===== config.mk =====
export PLATFORM = sky130hd
export DESIGN_NAME = pipelined_cla_adder_flat
export DESIGN_NICKNAME = d
export VERILOG_FILES = /design/src/rtl/pipelined_cla_adder_if.sv /design/src/rtl/pipelined_cla_adder.sv /design/src/flat_wrapper.sv
export SDC_FILE = /design/constraint.sdc
export NUM_CORES = 1
export LEC_CHECK = 0
export ABC_AREA = 1
export CORE_MARGIN = 5
export CORE_UTILIZATION = 54
export DETAILED_ROUTE_END_ITERATION = 10
export PLACE_DENSITY = 0.8
export SETUP_SLACK_MARGIN = 0.2
export SLEW_MARGIN = 10
export SYNTH_ARGS = -nofsm -noshare
export SYNTH_HDL_FRONTEND = slang
export SYNTH_SLANG_ARGS = --single-unit

===== constraint.sdc =====
create_clock -name clk -period 6.95 [get_ports clk]
set_input_delay 2.085 -clock clk [delete_from_list [all_inputs] [get_ports clk]]
set_output_delay 2.085 -clock clk [all_outputs]
set_load 0.1 [all_outputs]

===== src/rtl/pipelined_cla_adder_if.sv =====
// Operand/result bundle for pipelined_cla_adder: valid/ready operand channel in, valid/ready result channel out.
interface pipelined_cla_adder_if #(
    parameter int WIDTH = 16
) ();
    logic             in_valid;
    logic             in_ready;
    logic [WIDTH-1:0] a;
    logic [WIDTH-1:0] b;
    logic             sub;
    logic             cin;
    logic             out_valid;
    logic             out_ready;
    logic [WIDTH-1:0] sum;
    logic             cout;
    logic             ovfl;
    logic             zero;
    logic             neg;

    modport master (
        output in_valid, a, b, sub, cin, out_ready,
        input  in_ready, out_valid, sum, cout, ovfl, zero, neg
    );

    modport slave (
        input  in_valid, a, b, sub, cin, out_ready,
        output in_ready, out_valid, sum, cout, ovfl, zero, neg
    );
endinterface


===== src/rtl/pipelined_cla_adder.sv =====
// Pipelined WIDTH-bit carry-lookahead add/subtract: one 4-bit slice per stage, valid/ready with full-pipeline stall.
// Optional macro PIPE_SAT_EN: on signed overflow the delivered sum saturates toward the sign of A.
module pipelined_cla_adder #(
    parameter int WIDTH = 16
) (
    input  logic                clk,
    input  logic                rst,
    pipelined_cla_adder_if.slave bus
);
    localparam int NSLICE = WIDTH / 4;
    localparam int NPIPE  = (NSLICE > 1) ? NSLICE - 1 : 1;
    localparam int MSB    = WIDTH - 1;

    if (WIDTH < 4 || (WIDTH % 4) != 0) begin : g_width_check
        $error("pipelined_cla_adder: WIDTH must be a multiple of 4 and >= 4");
    end

    function automatic logic [4:0] cla4(input logic [3:0] x, input logic [3:0] y, input logic ci);
        logic [3:0] p;
        logic [3:0] g;
        logic [4:0] c;
        p    = x ^ y;
        g    = x & y;
        c[0] = ci;
        c[1] = g[0] | (p[0] & c[0]);
        c[2] = g[1] | (p[1] & g[0]) | (p[1] & p[0] & c[0]);
        c[3] = g[2] | (p[2] & g[1]) | (p[2] & p[1] & g[0]) | (p[2] & p[1] & p[0] & c[0]);
        c[4] = g[3] | (p[3] & g[2]) | (p[3] & p[2] & g[1]) | (p[3] & p[2] & p[1] & g[0])
             | (p[3] & p[2] & p[1] & p[0] & c[0]);
        return {c[4], p ^ c[3:0]};
    endfunction

`ifdef PIPE_SAT_EN
    function automatic logic [WIDTH-1:0] saturate(input logic [WIDTH-1:0] s, input logic a_msb,
                                                  input logic ov);
        if (!ov) return s;
        return a_msb ? {1'b1, {(WIDTH-1){1'b0}}} : {1'b0, {(WIDTH-1){1'b1}}};
    endfunction
`endif

    logic              advance;
    logic [NSLICE-1:0] vld_d, vld_q;
    logic [NSLICE-1:0] c_d, c_q;
    logic [WIDTH-1:0]  s_d [NSLICE];
    logic [WIDTH-1:0]  s_q [NSLICE];
    logic [WIDTH-1:0]  a_d [NPIPE];
    logic [WIDTH-1:0]  a_q [NPIPE];
    logic [WIDTH-1:0]  b_d [NPIPE];
    logic [WIDTH-1:0]  b_q [NPIPE];
    logic              ovfl_d, ovfl_q;
    logic              zero_d, zero_q;
    logic              neg_d, neg_q;

    logic [WIDTH-1:0]  stg_a, stg_b, stg_s;
    logic              stg_c, stg_v;
    logic [4:0]        slice_r;

    // Stage k consumes slice k of the skewed operands; earlier sum bits ride along unchanged.
    always_comb begin
        advance = ~vld_q[NSLICE-1] | bus.out_ready;
        vld_d   = '0;
        c_d     = '0;
        ovfl_d  = 1'b0;
        zero_d  = 1'b0;
        neg_d   = 1'b0;
        stg_a   = '0;
        stg_b   = '0;
        stg_s   = '0;
        stg_c   = 1'b0;
        stg_v   = 1'b0;
        slice_r = '0;
        for (int k = 0; k < NSLICE; k++) s_d[k] = '0;
        for (int k = 0; k < NPIPE; k++) begin
            a_d[k] = '0;
            b_d[k] = '0;
        end
        for (int k = 0; k < NSLICE; k++) begin
            if (k == 0) begin
                stg_a = bus.a;
                stg_b = bus.sub ? ~bus.b : bus.b;
                stg_c = bus.sub | bus.cin;
                stg_s = '0;
                stg_v = bus.in_valid;
            end else begin
                stg_a = a_q[k-1];
                stg_b = b_q[k-1];
                stg_c = c_q[k-1];
                stg_s = s_q[k-1];
                stg_v = vld_q[k-1];
            end
            slice_r            = cla4(stg_a[4*k +: 4], stg_b[4*k +: 4], stg_c);
            stg_s[4*k +: 4]    = slice_r[3:0];
            vld_d[k]           = stg_v;
            c_d[k]             = slice_r[4];
            if (k < NSLICE - 1) begin
                a_d[k] = stg_a;
                b_d[k] = stg_b;
                s_d[k] = stg_s;
            end else begin
                ovfl_d = (stg_a[MSB] & stg_b[MSB] & ~stg_s[MSB])
                       | (~stg_a[MSB] & ~stg_b[MSB] & stg_s[MSB]);
`ifdef PIPE_SAT_EN
                stg_s  = saturate(stg_s, stg_a[MSB], ovfl_d);
`endif
                s_d[k] = stg_s;
                zero_d = (stg_s == '0);
                neg_d  = stg_s[MSB];
            end
        end
    end

    // Output stage only reloads on a real result, so a bubble leaves the last delivered values in place.
    always_ff @(posedge clk) begin
        if (rst) begin
            vld_q         <= '0;
            c_q[NSLICE-1] <= 1'b0;
            s_q[NSLICE-1] <= '0;
            ovfl_q        <= 1'b0;
            zero_q        <= 1'b0;
            neg_q         <= 1'b0;
        end else if (advance) begin
            vld_q <= vld_d;
            for (int k = 0; k < NSLICE - 1; k++) begin
                c_q[k] <= c_d[k];
                s_q[k] <= s_d[k];
                a_q[k] <= a_d[k];
                b_q[k] <= b_d[k];
            end
            if (vld_d[NSLICE-1]) begin
                c_q[NSLICE-1] <= c_d[NSLICE-1];
                s_q[NSLICE-1] <= s_d[NSLICE-1];
                ovfl_q        <= ovfl_d;
                zero_q        <= zero_d;
                neg_q         <= neg_d;
            end
        end
    end

    assign bus.in_ready  = advance;
    assign bus.out_valid = vld_q[NSLICE-1];
    assign bus.sum       = s_q[NSLICE-1];
    assign bus.cout      = c_q[NSLICE-1];
    assign bus.ovfl      = ovfl_q;
    assign bus.zero      = zero_q;
    assign bus.neg       = neg_q;
endmodule


===== src/flat_wrapper.sv =====
// flat-port wrapper written by rule: the top's interface ports become plain ports
module pipelined_cla_adder_flat 
#(
    parameter int WIDTH = 16
)
  (clk, rst, bus_in_valid, bus_a, bus_b, bus_sub, bus_cin, bus_out_ready, bus_in_ready, bus_out_valid, bus_sum, bus_cout, bus_ovfl, bus_zero, bus_neg);
  pipelined_cla_adder_if #(.WIDTH(WIDTH)) bus_i ();
  input  logic clk;
  input  logic rst;
  input wire logic [$bits(bus_i.in_valid)-1:0] bus_in_valid;
  input wire logic [$bits(bus_i.a)-1:0] bus_a;
  input wire logic [$bits(bus_i.b)-1:0] bus_b;
  input wire logic [$bits(bus_i.sub)-1:0] bus_sub;
  input wire logic [$bits(bus_i.cin)-1:0] bus_cin;
  input wire logic [$bits(bus_i.out_ready)-1:0] bus_out_ready;
  output wire logic [$bits(bus_i.in_ready)-1:0] bus_in_ready;
  output wire logic [$bits(bus_i.out_valid)-1:0] bus_out_valid;
  output wire logic [$bits(bus_i.sum)-1:0] bus_sum;
  output wire logic [$bits(bus_i.cout)-1:0] bus_cout;
  output wire logic [$bits(bus_i.ovfl)-1:0] bus_ovfl;
  output wire logic [$bits(bus_i.zero)-1:0] bus_zero;
  output wire logic [$bits(bus_i.neg)-1:0] bus_neg;
  assign bus_i.in_valid = bus_in_valid;
  assign bus_i.a = bus_a;
  assign bus_i.b = bus_b;
  assign bus_i.sub = bus_sub;
  assign bus_i.cin = bus_cin;
  assign bus_i.out_ready = bus_out_ready;
  assign bus_in_ready = bus_i.in_ready;
  assign bus_out_valid = bus_i.out_valid;
  assign bus_sum = bus_i.sum;
  assign bus_cout = bus_i.cout;
  assign bus_ovfl = bus_i.ovfl;
  assign bus_zero = bus_i.zero;
  assign bus_neg = bus_i.neg;
  pipelined_cla_adder #(.WIDTH(WIDTH)) u_core (.clk(clk), .rst(rst), .bus(bus_i));
endmodule

# Word-level counts from Yosys, hierarchy flattened
# Memories as Yosys holds them, arrays and structs flattened.
# Cells that the tools add are included.
dict set report totals {
  register_bits 11
  mem_bits_rw 160
  inputBits 38
  wordCells 153
  memories 3
}
dict set report op_classes {
  n_mux 11
  bitwise_logic 130
  n_reduce_logical 3
}
# name depth width read_ports rd_ports_with_merged_regs wr line_no
set mem_list {}
lappend mem_list {u_core.s_q 4 16 4 0 4 pipelined_cla_adder.sv:45} ;# logic [WIDTH-1:0] s_q [NSLICE];
lappend mem_list {u_core.a_q 3 16 3 0 3 pipelined_cla_adder.sv:47} ;# logic [WIDTH-1:0] a_q [NPIPE];
lappend mem_list {u_core.b_q 3 16 3 0 3 pipelined_cla_adder.sv:49} ;# logic [WIDTH-1:0] b_q [NPIPE];
# operator n
set op_table {}
lappend op_table {{bitwise AND 1 bit} 68}
lappend op_table {{bitwise OR 1 bit} 44}
lappend op_table {{2-to-1 mux 16 bit} 2}
lappend op_table {{XOR 4 bit} 8}
lappend op_table {{bitwise AND 4 bit} 4}
lappend op_table {{zero test 16 bit} 1}
lappend op_table {{NOT 16 bit} 1}
lappend op_table {{2-to-1 mux 1 bit} 9}
lappend op_table {{NOT 1 bit} 5}
lappend op_table {{AND reduction 2 bit} 2}

# Logic depth before layout (Yosys ltp)
# Gate-level depths: netlist of the first run.
# An unclocked memory read counts as a cell.
dict set report logic_depth {
  word_depth 10
  mapped_depth 9
}

# Worst setup path before layout of the first run
# Ideal clock, no wire load.
dict set report synth_path {
  path_type {input to register}
  start {input bus_out_ready}
  end {memory u_core.a_q[0][10] (enable)}
  setup_time_ns 0.509
  arrival_time_ns 5.699
  required_time_ns 6.441
  slack_ns 0.742
  cell_stages 4
  n_path_buf 0
  path_cell_list {inv_1 nand2_4 inv_1 nor2_1}
}
# item line_no
set synth_rtl {}
lappend synth_rtl {{start: declaration} flat_wrapper.sv:15} ;# input wire logic [$bits(bus_i.out_ready)-1:0] bus_out_ready;
lappend synth_rtl {{end: declaration} pipelined_cla_adder.sv:47}

# Worst setup path after layout of the first run
dict set report layout_path {
  start {input bus_out_ready}
  end {output bus_in_ready}
}
dict set report layout_via {
  elab_chain_cells 1
}
# item line_no
set layout_lines {}
lappend layout_lines {{bitwise OR 1 bit} pipelined_cla_adder.sv:60} ;# advance = ~vld_q[NSLICE-1] | bus.out_ready;
lappend layout_lines {{end: declaration} flat_wrapper.sv:16} ;# output wire logic [$bits(bus_i.in_ready)-1:0] bus_in_ready;
# Every way passes these cells.

==> results.yml, run 1 <==
sta:
  hold_ws_ns: 0.414
  tns_ns: 0
  hold_viol_final: 0
  slew_viol_final: 0
  rsz0062_at_grt: "no"
  finClkSkew_ns: 0.0105
  finalCritPeriodShare_pct: 73.0
  tightest_slew_ns: 1.03
  finalSetupViolCount: 0
  maxSlewHeadroom_pct: 31.4
  max_clock_freq_mhz: 197
  min_period_ns: 5.07
route:
  firstDrtPassIters: 4
  drt-met1-wl_mm: 2.32
  drt_iter0_markers: 68
  vias: 2101
  highest_layer: "met4"
  route.antenna.remaining_nets: 0
  wl_met3_um: 314
  drcViolationCount: 0
  vias_per_cell: 4.66
  wl_mm: 5.29
  wl_met2_mm: 2.54
  routedWlPerCell_um: 11.7
placed_design:
  io_buffers: 59
  place_hpwl_mm: 3.91
  dp.cells: 436
  gp_congestion: 0.756
critical_path:
  cp-endpoint: "bus_in_ready"
  required_ns: 4.87
  worstPathArrival_ns: 2.99
  r2r_start: "u_core.vld_q[3]"
  r2r-end: "u_core.s_q[1][2]"
  start_kind: "input port"
  startpoint: "bus_out_ready"
  r2r_slack_ns: 4.70
  path_max_fanout: 7
  path_class: "input port to primary output"
  reg2reg_depth: 4
  end_kind: "primary output"
cells_and_area:
  layout.nets: 407
  diodes: 0
  finalNonFillerCells: 451
  synthToLayoutAreaGrowth_pct: 21.2
  utilization_pct: 67.5
  layout-drive-gt1-share_pct: 9.66
power:
  ir_worst_vdd_mv: 0.103
  clock_power_share_pct: 25.7
  seqPwrFrac_pct: 59.3
  p_comb_share_pct: 15.0
  power.switching_mw: 0.316
  p_int_mw: 0.908
  p_leak_nw: 1.99
  sw_frac_of_total_pct: 25.8
  power.density_nw_per_um2: 249
yosys:
  ys_top_cells_by_count: "edfxtp_1, inv_1, nor2_1, xor2_1, ha_1"
  synth_edf_count: 91
  netlist_area_um2: 4060
  ys_ff_latch: 99
  synthArstFlopShare_pct: 0
  syn_inst: 280
  synth_top_area_share_pct: 67.3
  syn_nets: 339
  post-synth-top-count-cell: "edfxtp_1"
  ys.flop_type: "edfxtp_1"
  ys_seq_area_share_pct: 71.3
  synth.largest_area_cell: "edfxtp_1"
  syn_area_per_cell_um2: 14.5
  yosysUniqueCellTypes: 24
  yosysWarnings: 0
  synthTopCellsByArea: "edfxtp_1, ha_1, xor2_1, dfxtp_1, inv_1"
global_route:
  grt_use_total_pct: 12.1
  grt_pass1_vias: 2140
  grt-ovfl-total: 0
  grt_pass1_wl_mm: 9.27
  grt_max_degree: 41
  grt_antenna_before_repair: 0
floorplan:
  die_h_um: 96.7
  placementRows: 31
  fp.coreArea_um2: 7290
  die_w_um: 96.7
  start_util_pct: 55.7
  die-area_um2: 9350
  ioPinCount: 60
clocking:
  cts_buffer_depth: 2
  cts_tree: "yes"
  path_clk_slew_ns: 0.09
  h-tree-depth: 3
  worstSkewPairLatency_ns: 0.35
  cts_sinks: 99
  cts_root_buf: "clkbuf_8"
  postCtsResizedCells: 0
  cts_hold_buffers: 0
  cts_made_buffers: 9
  cts_post_setup_buffers_inserted: 0
worst_hold_path:
  hp-class: "flop to flop"
flow_run:
  max_cap_viol_count: 0
outcome:
  status: "finished, final reports clean"
==> stage by stage <==
| stage | power [mW] | area, um2 | setup slack, ns |
|---|---|---|---|
| detailed placement | 0.924 | 4760 | 1.87 |
| finish | 1.22 | 4920 | 1.88 |
| CTS | 1.23 | 4920 | 1.87 |
| floorplan | 0.870 | 4060 | 0.742 |
| global placement | 0.915 | 4760 | 1.88 |
| global route | 1.28 | 4920 | 1.85 |
==> kinds of logic (layout without fill, tap and decap cells) <==
group | Yosys count | in the layout | share of synthesized area (%)
DFF | 99 | 99 | 71.3
buffers and inverters | 45 | 117 | 4.62
xor gates and xnor gates | 26 | 26 | 5.80
adders and majority gates | 21 | 21 | 7.21
AOI/OAI and AO/OA | 16 | 16 | 2.37
and+or+nand+nor | 73 | 73 | 8.72
==> state kept, by name (all words and copies together) (netlist names) <==
signal           flops
u_core.bus.neg       1
u_core.vld_q         4
u_core.a_q          24
u_core.bus.ovfl      1
u_core.b_q          24
u_core.c_q           4
u_core.bus.zero      1
u_core.s_q          40
==> metal layers <==
metal,GRT usage (%),up-vias
li1,-,1082
met1,14.7,950
met2,19.2,59
met3,3.60,10
met4,7.24,0
met5,0,-
==> worst min-delay path by stage <==
stage | start | to | depth (start not counted)
after floorplan | u_core.a_q[0][8] | u_core.a_q[0][24] | 0
after global placement | u_core.a_q[0][28] | u_core.a_q[0][44] | 0
after detailed placement | u_core.a_q[0][10] | u_core.a_q[0][26] | 0
after CTS | u_core.a_q[0][28] | u_core.a_q[0][44] | 0
after global routing | u_core.a_q[0][28] | u_core.a_q[0][44] | 0
final | u_core.a_q[0][28] | u_core.a_q[0][44] | 0
==> worst max-delay path, cell delays in order <==
cell and delay [ns]:
clkdlybuf4s50_1 0.45, inv_1 0.06, nand2_4 0.09, buf_4 0.30
==> layout make-up <==
| type | count | area (um2) |
|---|---|---|
| tap | 99 | 124 |
| sequential | 99 | 2890 |
| fill | 542 | 2370 |
| clock inverter | 6 | 41.3 |
| clock buffer | 9 | 124 |
| multi-input combinational | 136 | 986 |
| timing repair buffer | 60 | 596 |
| inverter | 42 | 158 |
==> power groups by stage <==
| stage | Clock [mW] | Sequential (mW) | Combinational [mW] |
|---|---|---|---|
| global placement | 0 | 0.738 | 0.178 |
| CTS | 0.321 | 0.726 | 0.186 |
| finish | 0.314 | 0.726 | 0.184 |
| floorplan | 0 | 0.783 | 0.0873 |
| detailed placement | 0 | 0.740 | 0.184 |
| global route | 0.346 | 0.731 | 0.201 |
==> cell usage in the layout (no fill, tap or decap), types with 2 or more instances in the layout <==
cell type | netlist | layout
xnor2_1 | 5 | 5
o21ai_0 | 3 | 3
nand2_2 | 9 | 9
edfxtp_1 | 91 | 91
dfxtp_1 | 8 | 8
nand4_1 | 3 | 3
ha_1 | 17 | 17
nand3_1 | 15 | 15
nand2_4 | 2 | 2
clkdlybuf4s50_1 | 0 | 58
clkbuf_8 | 0 | 9
clkinv_1 | 0 | 2
buf_4 | 1 | 2
a21o_1 | 5 | 5
nor2_1 | 30 | 29
fa_1 | 4 | 4
nor2_4 | 1 | 2
inv_2 | 3 | 3
xor2_1 | 20 | 20
inv_1 | 39 | 39
inv_6 | 0 | 2
nand2_1 | 11 | 11
a21oi_1 | 7 | 7
Note: power is estimated with default switching activity, not from simulation.
==> inputs of run 2 (changes only) <==
- clock period: 6.95 -> 4.9 ns (I/O delays scaled with it)
==> run 2 against run 1 <==
Against the previous run:
- critical path depth unchanged
- clock-buffer cell count unchanged
- die area unchanged
- non-clock buffer count increased by 1
- combinational power increased by 42%
- clock skew decreased by 0.0037 ns
- core utilization increased by 1.3 points
- wire length decreased by 1.5%
- critical endpoint unchanged
- largest cell class unchanged
- first-iteration DRC count increased by 24%
- total power increased by 54%
- via count decreased by 0.62%
- worst setup slack got worse by 0.82 ns
==> results.yml, run 2 (synthesized netlist as in run 1, its figures left out) <==
global_route:
  grt_max_degree: 51
  grt_pass1_wl_mm: 9.10
  grt-ovfl-total: 0
  grt_antenna_before_repair: 0
  grt_pass1_vias: 2125
  grt_use_total_pct: 12.0
cells_and_area:
  synthToLayoutAreaGrowth_pct: 23.6
  final_common_cell: "edfxtp_1"
  top_register: "u_core.s_q"
  largest_reg_flops: 40
  fillerInstances: 533
  layout-drive-gt1-share_pct: 10.5
  mostFrequentLayoutCells: "edfxtp_1, clkdlybuf4s50_1, inv_1"
  layout.nets: 408
  diodes: 0
  multiInputGateArea_um2: 986
  regArea_um2: 2890
  top_regs: "u_core.s_q x40, u_core.a_q x24, u_core.b_q x24"
route:
  vias_per_cell: 4.61
  drcViolationCount: 0
  drt_iter0_markers: 84
  routedWlPerCell_um: 11.5
  firstDrtPassIters: 4
  route.antenna.remaining_nets: 0
  vias: 2088
  wl_mm: 5.21
critical_path:
  path_delay_family: "buffers and inverters"
  end_kind: "primary output"
  path_max_fanout: 7
  required_ns: 3.43
  worstPathArrival_ns: 2.38
  reg2reg_depth: 4
  startpoint: "bus_out_ready"
  slowest_stage: "clkdlybuf4s50_1"
  worst_path_largest_cell_delay_ns: 0.45
  cp_num_buf_inv: 3
  cp-endpoint: "bus_in_ready"
  crit_chain: "clkdlybuf4s50_1 > inv_1 > nand2_4 > buf_4"
  r2r-end: "u_core.s_q[0][2]"
  r2r_slack_ns: 3.12
  path_class: "input port to primary output"
  start_kind: "input port"
  r2r_start: "u_core.vld_q[3]"
  worst-path-stages: 4
sta:
  tightest_slew_ns: 0.981
  slew_viol_final: 0
  rsz0062_at_grt: "no"
  finalSetupViolCount: 0
  max_clock_freq_mhz: 260
  hold_ws_ns: 0.416
  min_period_ns: 3.85
  finClkSkew_ns: 0.00680
  fin_ws_ns: 1.05
  hold_viol_final: 0
  tns_ns: 0
  finalCritPeriodShare_pct: 78.5
  maxSlewHeadroom_pct: 34.4
clocking:
  path_clk_slew_ns: 0.08
  cts_hold_buffers: 0
  worstSkewPairLatency_ns: 0.35
  cts_root_buf: "clkbuf_8"
  cts_post_setup_buffers_inserted: 0
  cts_made_buffers: 9
  cts_sinks: 99
  cts_tree: "yes"
  postCtsResizedCells: 0
  cts_buffer_depth: 2
  h-tree-depth: 3
placed_design:
  gp_congestion: 0.811
  io_buffers: 59
  place_hpwl_mm: 3.82
  pre_cts_ws_ns: 1.05
flow_run:
  max_cap_viol_count: 0
floorplan:
  die_h_um: 96.7
  die_w_um: 96.7
  die-area_um2: 9350
  start_util_pct: 55.7
  ioPinCount: 60
  fp.coreArea_um2: 7290
  placementRows: 31
power:
  power.density_nw_per_um2: 376
  power_mw: 1.89
  p_leak_nw: 2.03
  ir_worst_vdd_mv: 0.180
worst_hold_path:
  hp-class: "flop to flop"
outcome:
  status: "finished, final reports clean"
==> run 2: how the worst min path moves through the flow <==
stage,start,endpoint,slack (ns),cells after the start
finish,u_core.b_q[0][29],u_core.b_q[0][45],0.42,0
global route,u_core.b_q[0][13],u_core.b_q[0][29],0.43,0
floorplan,u_core.a_q[0][8],u_core.a_q[0][24],0.40,0
global placement,u_core.a_q[0][8],u_core.a_q[0][24],0.40,0
CTS,u_core.b_q[0][29],u_core.b_q[0][45],0.42,0
detailed placement,u_core.b_q[0][14],u_core.b_q[0][30],0.40,0
==> run 2: where the power goes <==
group	internal [mW]	switching, mW	total, mW	leakage (nW)
clock network	0.338	0.257	0.595	0.117
registers	1.01	0.0200	1.03	0.965
logic	0.0975	0.164	0.262	0.950
total	1.44	0.442	1.89	2.03
==> run 2: per-stage QoR <==
step / cells / util [%] / cell area (um2)
2_1_floorplan: 280 / - / 4060
3_3_place_gp: 437 / 65.5 / 4780
3_5_place_dp: 437 / 65.5 / 4780
4_1_cts: 453 / 68.8 / 5010
5_1_grt: 453 / 68.8 / 5010
6_report: 453 / 68.8 / 5010
==> run 2: area by class of cell <==
cell class / count / area share, %
sequential: 99 / 57.7
multi-input combinational: 136 / 19.7
timing repair buffer: 61 / 12.3
inverter: 42 / 3.14
clock buffer: 9 / 2.47
tap: 99 / 2.47
clock inverter: 7 / 2.30
==> run 2: per-layer routing <==
layer,global-route usage (%),wire length [um],vias up
met2,19.4,2540,55
met4,8.10,156,0
met3,3.67,318,12
li1,-,-,1089
met5,0,0,-
met1,13.8,2190,932
